[config.mk]
export PLATFORM = sky130hd
export DESIGN_NAME = axi4_lite_cmd_master
export DESIGN_NICKNAME = d
export VERILOG_FILES = /design/src/rtl/axi4_lite_pkg.sv /design/src/rtl/axi4_lite_cmd_master.sv
export SDC_FILE = /design/constraint.sdc
export NUM_CORES = 1
export LEC_CHECK = 0
export ABC_AREA = 1
export CAP_MARGIN = 20
export CORE_MARGIN = 1.5
export CORE_UTILIZATION = 47
export CTS_BUF_LIST = sky130_fd_sc_hd__clkbuf_16
export DETAILED_ROUTE_END_ITERATION = 7
export GPL_TIMING_DRIVEN = 0
export PLACE_DENSITY = 0.86
export SLEW_MARGIN = 25
export SYNTH_ARGS = -nofsm -noshare
export SYNTH_HDL_FRONTEND = slang
export SYNTH_SLANG_ARGS = --single-unit
[constraint.sdc]
create_clock -name ACLK -period 3.3 [get_ports ACLK]
set_input_delay 0.66 -clock ACLK [delete_from_list [all_inputs] [get_ports ACLK]]
set_output_delay 0.66 -clock ACLK [all_outputs]
set_load 0.01 [all_outputs]
[src/rtl/axi4_lite_pkg.sv]
// rtl/axi4_lite_pkg.sv - shared AXI4-Lite response codes and command-master state encoding
package axi4_lite_pkg;

  localparam logic [1:0] AXI_RESP_OK     = 2'b00;
  localparam logic [1:0] AXI_RESP_EXOKAY = 2'b01;
  localparam logic [1:0] AXI_RESP_SLVERR = 2'b10;
  localparam logic [1:0] AXI_RESP_DECERR = 2'b11;

  typedef enum logic [2:0] {
    ST_IDLE    = 3'd0,
    ST_WR_AW_W = 3'd1,
    ST_WR_B    = 3'd2,
    ST_RD_AR   = 3'd3,
    ST_RD_R    = 3'd4,
    ST_RSP     = 3'd5
  } state_t;

endpackage

[src/rtl/axi4_lite_cmd_master.sv]
// rtl/axi4_lite_cmd_master.sv - single-outstanding AXI4-Lite master driven by a register command stream
module axi4_lite_cmd_master
  import axi4_lite_pkg::*;
#(
  parameter int DATA_WIDTH     = 32,
  parameter int ADDR_WIDTH     = 32,
  parameter int TIMEOUT_CYCLES = 1024
) (
  input  logic                    ACLK,
  input  logic                    ARESETN,
  input  logic                    cmd_valid,
  output logic                    cmd_ready,
  input  logic                    cmd_write,
  input  logic [ADDR_WIDTH-1:0]   cmd_addr,
  input  logic [DATA_WIDTH-1:0]   cmd_wdata,
  input  logic [DATA_WIDTH/8-1:0] cmd_wstrb,
  output logic                    rsp_valid,
  input  logic                    rsp_ready,
  output logic [DATA_WIDTH-1:0]   rsp_rdata,
  output logic [1:0]              rsp_resp,
  output logic                    rsp_timeout,
  output logic [ADDR_WIDTH-1:0]   AWADDR,
  output logic                    AWVALID,
  input  logic                    AWREADY,
  output logic [DATA_WIDTH-1:0]   WDATA,
  output logic [DATA_WIDTH/8-1:0] WSTRB,
  output logic                    WVALID,
  input  logic                    WREADY,
  input  logic [1:0]              BRESP,
  input  logic                    BVALID,
  output logic                    BREADY,
  output logic [ADDR_WIDTH-1:0]   ARADDR,
  output logic                    ARVALID,
  input  logic                    ARREADY,
  input  logic [DATA_WIDTH-1:0]   RDATA,
  input  logic [1:0]              RRESP,
  input  logic                    RVALID,
  output logic                    RREADY
);

  state_t state, state_nxt;
  logic   ready_armed;
  logic   aw_done, w_done;
  logic   to_flag;
  logic   accept, aw_hs, w_hs, busy;

  // ready_armed keeps cmd_ready low while reset is held and releases it on the first clock after
  assign cmd_ready = (state == ST_IDLE) && ready_armed;
  assign accept    = cmd_valid && cmd_ready;

  assign AWVALID   = (state == ST_WR_AW_W) && !aw_done;
  assign WVALID    = (state == ST_WR_AW_W) && !w_done;
  assign BREADY    = (state == ST_WR_B);
  assign ARVALID   = (state == ST_RD_AR);
  assign RREADY    = (state == ST_RD_R);
  assign rsp_valid = (state == ST_RSP);
  assign rsp_timeout = to_flag;

  assign aw_hs = AWVALID && AWREADY;
  assign w_hs  = WVALID && WREADY;
  assign busy  = (state == ST_WR_AW_W) || (state == ST_WR_B) ||
                 (state == ST_RD_AR) || (state == ST_RD_R);

  // State register plus the post-reset arm bit for cmd_ready
  always_ff @(posedge ACLK or negedge ARESETN) begin
    if (!ARESETN) begin
      state       <= ST_IDLE;
      ready_armed <= 1'b0;
    end else begin
      state       <= state_nxt;
      ready_armed <= 1'b1;
    end
  end

  // Next-state logic; AW and W may finish in either order or together
  always_comb begin
    state_nxt = state;
    case (state)
      ST_IDLE:    if (accept) state_nxt = cmd_write ? ST_WR_AW_W : ST_RD_AR;
      ST_WR_AW_W: if ((aw_done || aw_hs) && (w_done || w_hs)) state_nxt = ST_WR_B;
      ST_WR_B:    if (BVALID) state_nxt = ST_RSP;
      ST_RD_AR:   if (ARREADY) state_nxt = ST_RD_R;
      ST_RD_R:    if (RVALID) state_nxt = ST_RSP;
      ST_RSP:     if (rsp_ready) state_nxt = ST_IDLE;
      default:    state_nxt = ST_IDLE;
    endcase
  end

  // Per-channel completion flags so each write VALID drops right after its own handshake
  always_ff @(posedge ACLK or negedge ARESETN) begin
    if (!ARESETN) begin
      aw_done <= 1'b0;
      w_done  <= 1'b0;
    end else if (accept) begin
      aw_done <= 1'b0;
      w_done  <= 1'b0;
    end else begin
      if (aw_hs) aw_done <= 1'b1;
      if (w_hs)  w_done  <= 1'b1;
    end
  end

  // Address/data registers load only on acceptance; response fields load on B/R capture
  always_ff @(posedge ACLK or negedge ARESETN) begin
    if (!ARESETN) begin
      AWADDR    <= '0;
      WDATA     <= '0;
      WSTRB     <= '0;
      ARADDR    <= '0;
      rsp_rdata <= '0;
      rsp_resp  <= AXI_RESP_OK;
    end else begin
      if (accept) begin
        if (cmd_write) begin
          AWADDR <= cmd_addr;
          WDATA  <= cmd_wdata;
          WSTRB  <= cmd_wstrb;
        end else begin
          ARADDR <= cmd_addr;
        end
      end
      if ((state == ST_WR_B) && BVALID) begin
        rsp_rdata <= '0;
        rsp_resp  <= BRESP;
      end
      if ((state == ST_RD_R) && RVALID) begin
        rsp_rdata <= RDATA;
        rsp_resp  <= RRESP;
      end
    end
  end

  generate
    if (TIMEOUT_CYCLES > 0) begin : g_wdog
      localparam int CW = $clog2(TIMEOUT_CYCLES + 1);
      localparam logic [CW-1:0] LIMIT = CW'(TIMEOUT_CYCLES);
      logic [CW-1:0] wd_cnt;

      // Watchdog: saturating busy-cycle count, sticky flag once the limit is held
      always_ff @(posedge ACLK or negedge ARESETN) begin
        if (!ARESETN) begin
          wd_cnt  <= '0;
          to_flag <= 1'b0;
        end else if (accept) begin
          wd_cnt  <= '0;
          to_flag <= 1'b0;
        end else if (busy) begin
          if (wd_cnt == LIMIT) to_flag <= 1'b1;
          else                 wd_cnt  <= wd_cnt + CW'(1);
        end
      end
    end else begin : g_no_wdog
      assign to_flag = 1'b0;
    end
  endgenerate

endmodule
==> flow_metrics.tcl <==
set metrics [dict create \
    status "finished, final reports clean" \
    syn_avg_cell_area_um2 8.92 \
    post_cts_buffers 0 \
    synth_area_mm2 0.00640 \
    synthTopCellsByArea "dfrtp_1 (59%), nand2_1 (15%), nand3_1 (6.7%), inv_1 (3.3%), o21ai_0 (2.6%)" \
    die_area_mm2 0.0143 \
    die_h_um 120 \
    ant_nets 0 \
    slew_headroom_pct 62.7 \
    route.detailed.drc 0 \
    yosys.area.top_type "dfrtp_1" \
    final.setup.worst_slack_ps 319 \
    power.internal_mw 6.08 \
    dpl_cell_area_mm2 0.00919 \
    crit_type "reg -> out" \
    synth_warnings 0 \
    grt_max_degree 90 \
    antenna-diode-count 0 \
    fin_skew_ps 9.31 \
    dp_slack_ps 746 \
    clk_pin_slew_ps 60 \
    finalSetupTns_ps 0 \
    worst_ep_arrival_time_ps 2320 \
    grt_util_all_layers_pct 25.7 \
    synth_fp_nets 833 \
    port_buffers 254 \
    wl_per_cell_um 15.2 \
    cts_tree "built" \
    antenna_found_initial 1 \
    clk-insertion-delay-late_ps 410 \
    gp_congestion 0.867 \
    power.total_mw 9.17 \
    syn-instance-count 717 \
    multiInputGateArea_mm2 0.00212 \
    fill_cells 978 \
    gr-total-overflow 0 \
    placed_cells 1148 \
    seq_area_frac_synth_pct 59.5 \
    drive_gt1_share_pct 7.19 \
    critPathRequiredTime_ps 2640 \
    fmax_ghz 0.335 \
    cts_buffer_depth 2 \
    vias 5880 \
    tightest_slew_ps 555 \
    pwr-share-comb_pct 43.2 \
    final_area_mm2 0.00978 \
    p_per_area_mw_per_mm2 938 \
    finalSetupViolCount 0 \
    dp.final_hpwl_um 13000 \
    core_area_mm2 0.0132 \
    switchingPower_mw 3.09 \
    cts_made_buffers 17 \
    critPathLaunchType "flop" \
    synth.top_cell.area_share_pct 59.5 \
    cp_max_fo 10 \
    pwr-share-clk_pct 21.4 \
    final_cell_mix "nand2_1 (260), clkdlybuf4s50_1 (253), dfrtp_1 (152)" \
    register_area_mm2 0.00380 \
    final_cell_count_no_fill 1177 \
    start_util_pct 48.3 \
    period_needed_ps 2980 \
    layout_commonest_cell "nand2_1" \
    nets 1107 \
    grt_pass1_vias 5785 \
    viasPerCell 5.00 \
    hold_violations 0 \
    ctsResizeCount 0 \
    slew_viol_final 0 \
    cts.htree.levels 4 \
    ios 256 \
    sw_frac_of_total_pct 33.7 \
    synth_cell_types 27 \
    min_path_type "in -> async" \
    pwr-share-seq_pct 35.4 \
    area_growth_pct 52.9 \
    fin_crit_sh_pct 90.3 \
    drtIter0Drc 514 \
    max_cap_violations 0 \
    end_kind "primary output" \
    dr.pass1.iters 5 \
    cts-root-buf "clkbuf_16" \
    synth-seq-cells 152 \
    p_leak_nw 4.79 \
    cts_hold_buf 0 \
    grt_setup_unrepaired "false" \
    core.rowCount 42 \
    wl_um 17900 \
    grt_pass1_wl_um 29000 \
    ir_drop_mv 0.501 \
    die_x_um 120 \
    cts.sinks 152 \
]
==> final cells by class <==
| type | instances | share of cell area (%) |
|---|---|---|
| Multi-Input combinational cell | 465 | 21.7 |
| Timing Repair Buffer | 255 | 26.3 |
| Sequential cell | 152 | 38.9 |
| Inverter | 60 | 2.30 |
| Clock inverter | 12 | 1.65 |
| Clock buffer | 17 | 4.35 |
| Buffer | 40 | 2.50 |
| Tap cell | 176 | 2.25 |
==> kinds of logic (layout without fill, tap and decap cells) <==
family / Yosys count / in the layout / synth area share, %
adder cells (fa/ha/maj): 2 / 2 / 0.391
AO/OA/AOI/OAI: 70 / 70 / 6.46
AND/OR/NAND/NOR: 388 / 388 / 25.7
XOR/XNOR: 4 / 4 / 0.548
buffers and inverters: 100 / 384 / 7.34
flip-flops: 152 / 152 / 59.5
other: 1 / 1 / 0.0586
==> path summary, 6_finish.rpt <==
path	from	endpoint	slack (ps)	depth (start not counted)
max	state[0]$_DFFE_PN0P_	RREADY	320	6
min	ARESETN	rsp_rdata[27]$_DFFE_PN0P_	180	1
max reg2reg	state[2]$_DFFE_PN0P_	AWADDR[29]$_DFFE_PN0P_	1440	10
min reg2reg	rsp_rdata[5]$_DFFE_PN0P_	rsp_rdata[5]$_DFFE_PN0P_	470	2
max in group asynchronous	ARESETN	AWADDR[5]$_DFFE_PN0P_	2320	2
min in group ACLK	rsp_rdata[5]$_DFFE_PN0P_	rsp_rdata[5]$_DFFE_PN0P_	470	2
==> power by group through the flow <==
stage | logic [mW] | registers, mW | clock network (mW)
finish | 3.96 | 3.25 | 1.96
global route | 4.30 | 3.36 | 2.08
CTS | 4.00 | 3.25 | 1.99
detailed placement | 3.98 | 3.26 | 0
global placement | 3.88 | 3.23 | 0
floorplan | 1.29 | 3.61 | 0
==> sequential cells by signal, summed over array words and instances (netlist names) <==
signal         flops
ARADDR            32
AWADDR            32
WDATA             32
rsp_rdata         32
g_wdog.wd_cnt     11
WSTRB              4
state              3
rsp_resp           2
aw_done            1
ready_armed        1
rsp_timeout        1
w_done             1
==> routing by layer <==
| metal | global-route usage [%] | up-vias | share of wire (%) |
|---|---|---|---|
| met5 | 0 | - | 0 |
| met1 | 31.8 | 2824 | 41 |
| met3 | 6.32 | 18 | 6.6 |
| met2 | 44.8 | 219 | 51 |
| met4 | 7.66 | 0 | 1.3 |
| li1 | - | 2819 | - |
==> synthesized netlist by cell type <==
master,number
a21oi_1,2
a31oi_1,1
buf_1,1
buf_2,9
buf_6,11
clkbuf_1,19
conb_1,1
dfrtp_1,152
ha_1,2
inv_1,56
inv_2,4
nand2_1,260
nand2_2,2
nand2_4,1
nand3_1,86
nand3b_1,2
nand4_1,14
nor2_1,13
nor2_2,1
nor2_4,2
nor3_1,6
o21ai_0,33
o21ai_1,17
o21ai_2,15
o21bai_1,2
or2_1,1
xor2_1,4
==> through the flow <==
stage          utilization (%)  hold slack, ps
4_1_cts                   73.8             197
5_1_grt                   73.8             211
3_5_place_dp              69.4             457
3_3_place_gp              69.2             453
2_1_floorplan                -             364
6_report                  73.8             176
==> critical path, cell delays in order, from the launching register on <==
cell             delay [ps]
dfrtp_1                 370
buf_6                   140
nor2_4                  150
inv_1                    80
nor2_2                  330
buf_2                   290
clkdlybuf4s50_1         560
No activity file was read; power rests on OpenSTA's default activity.
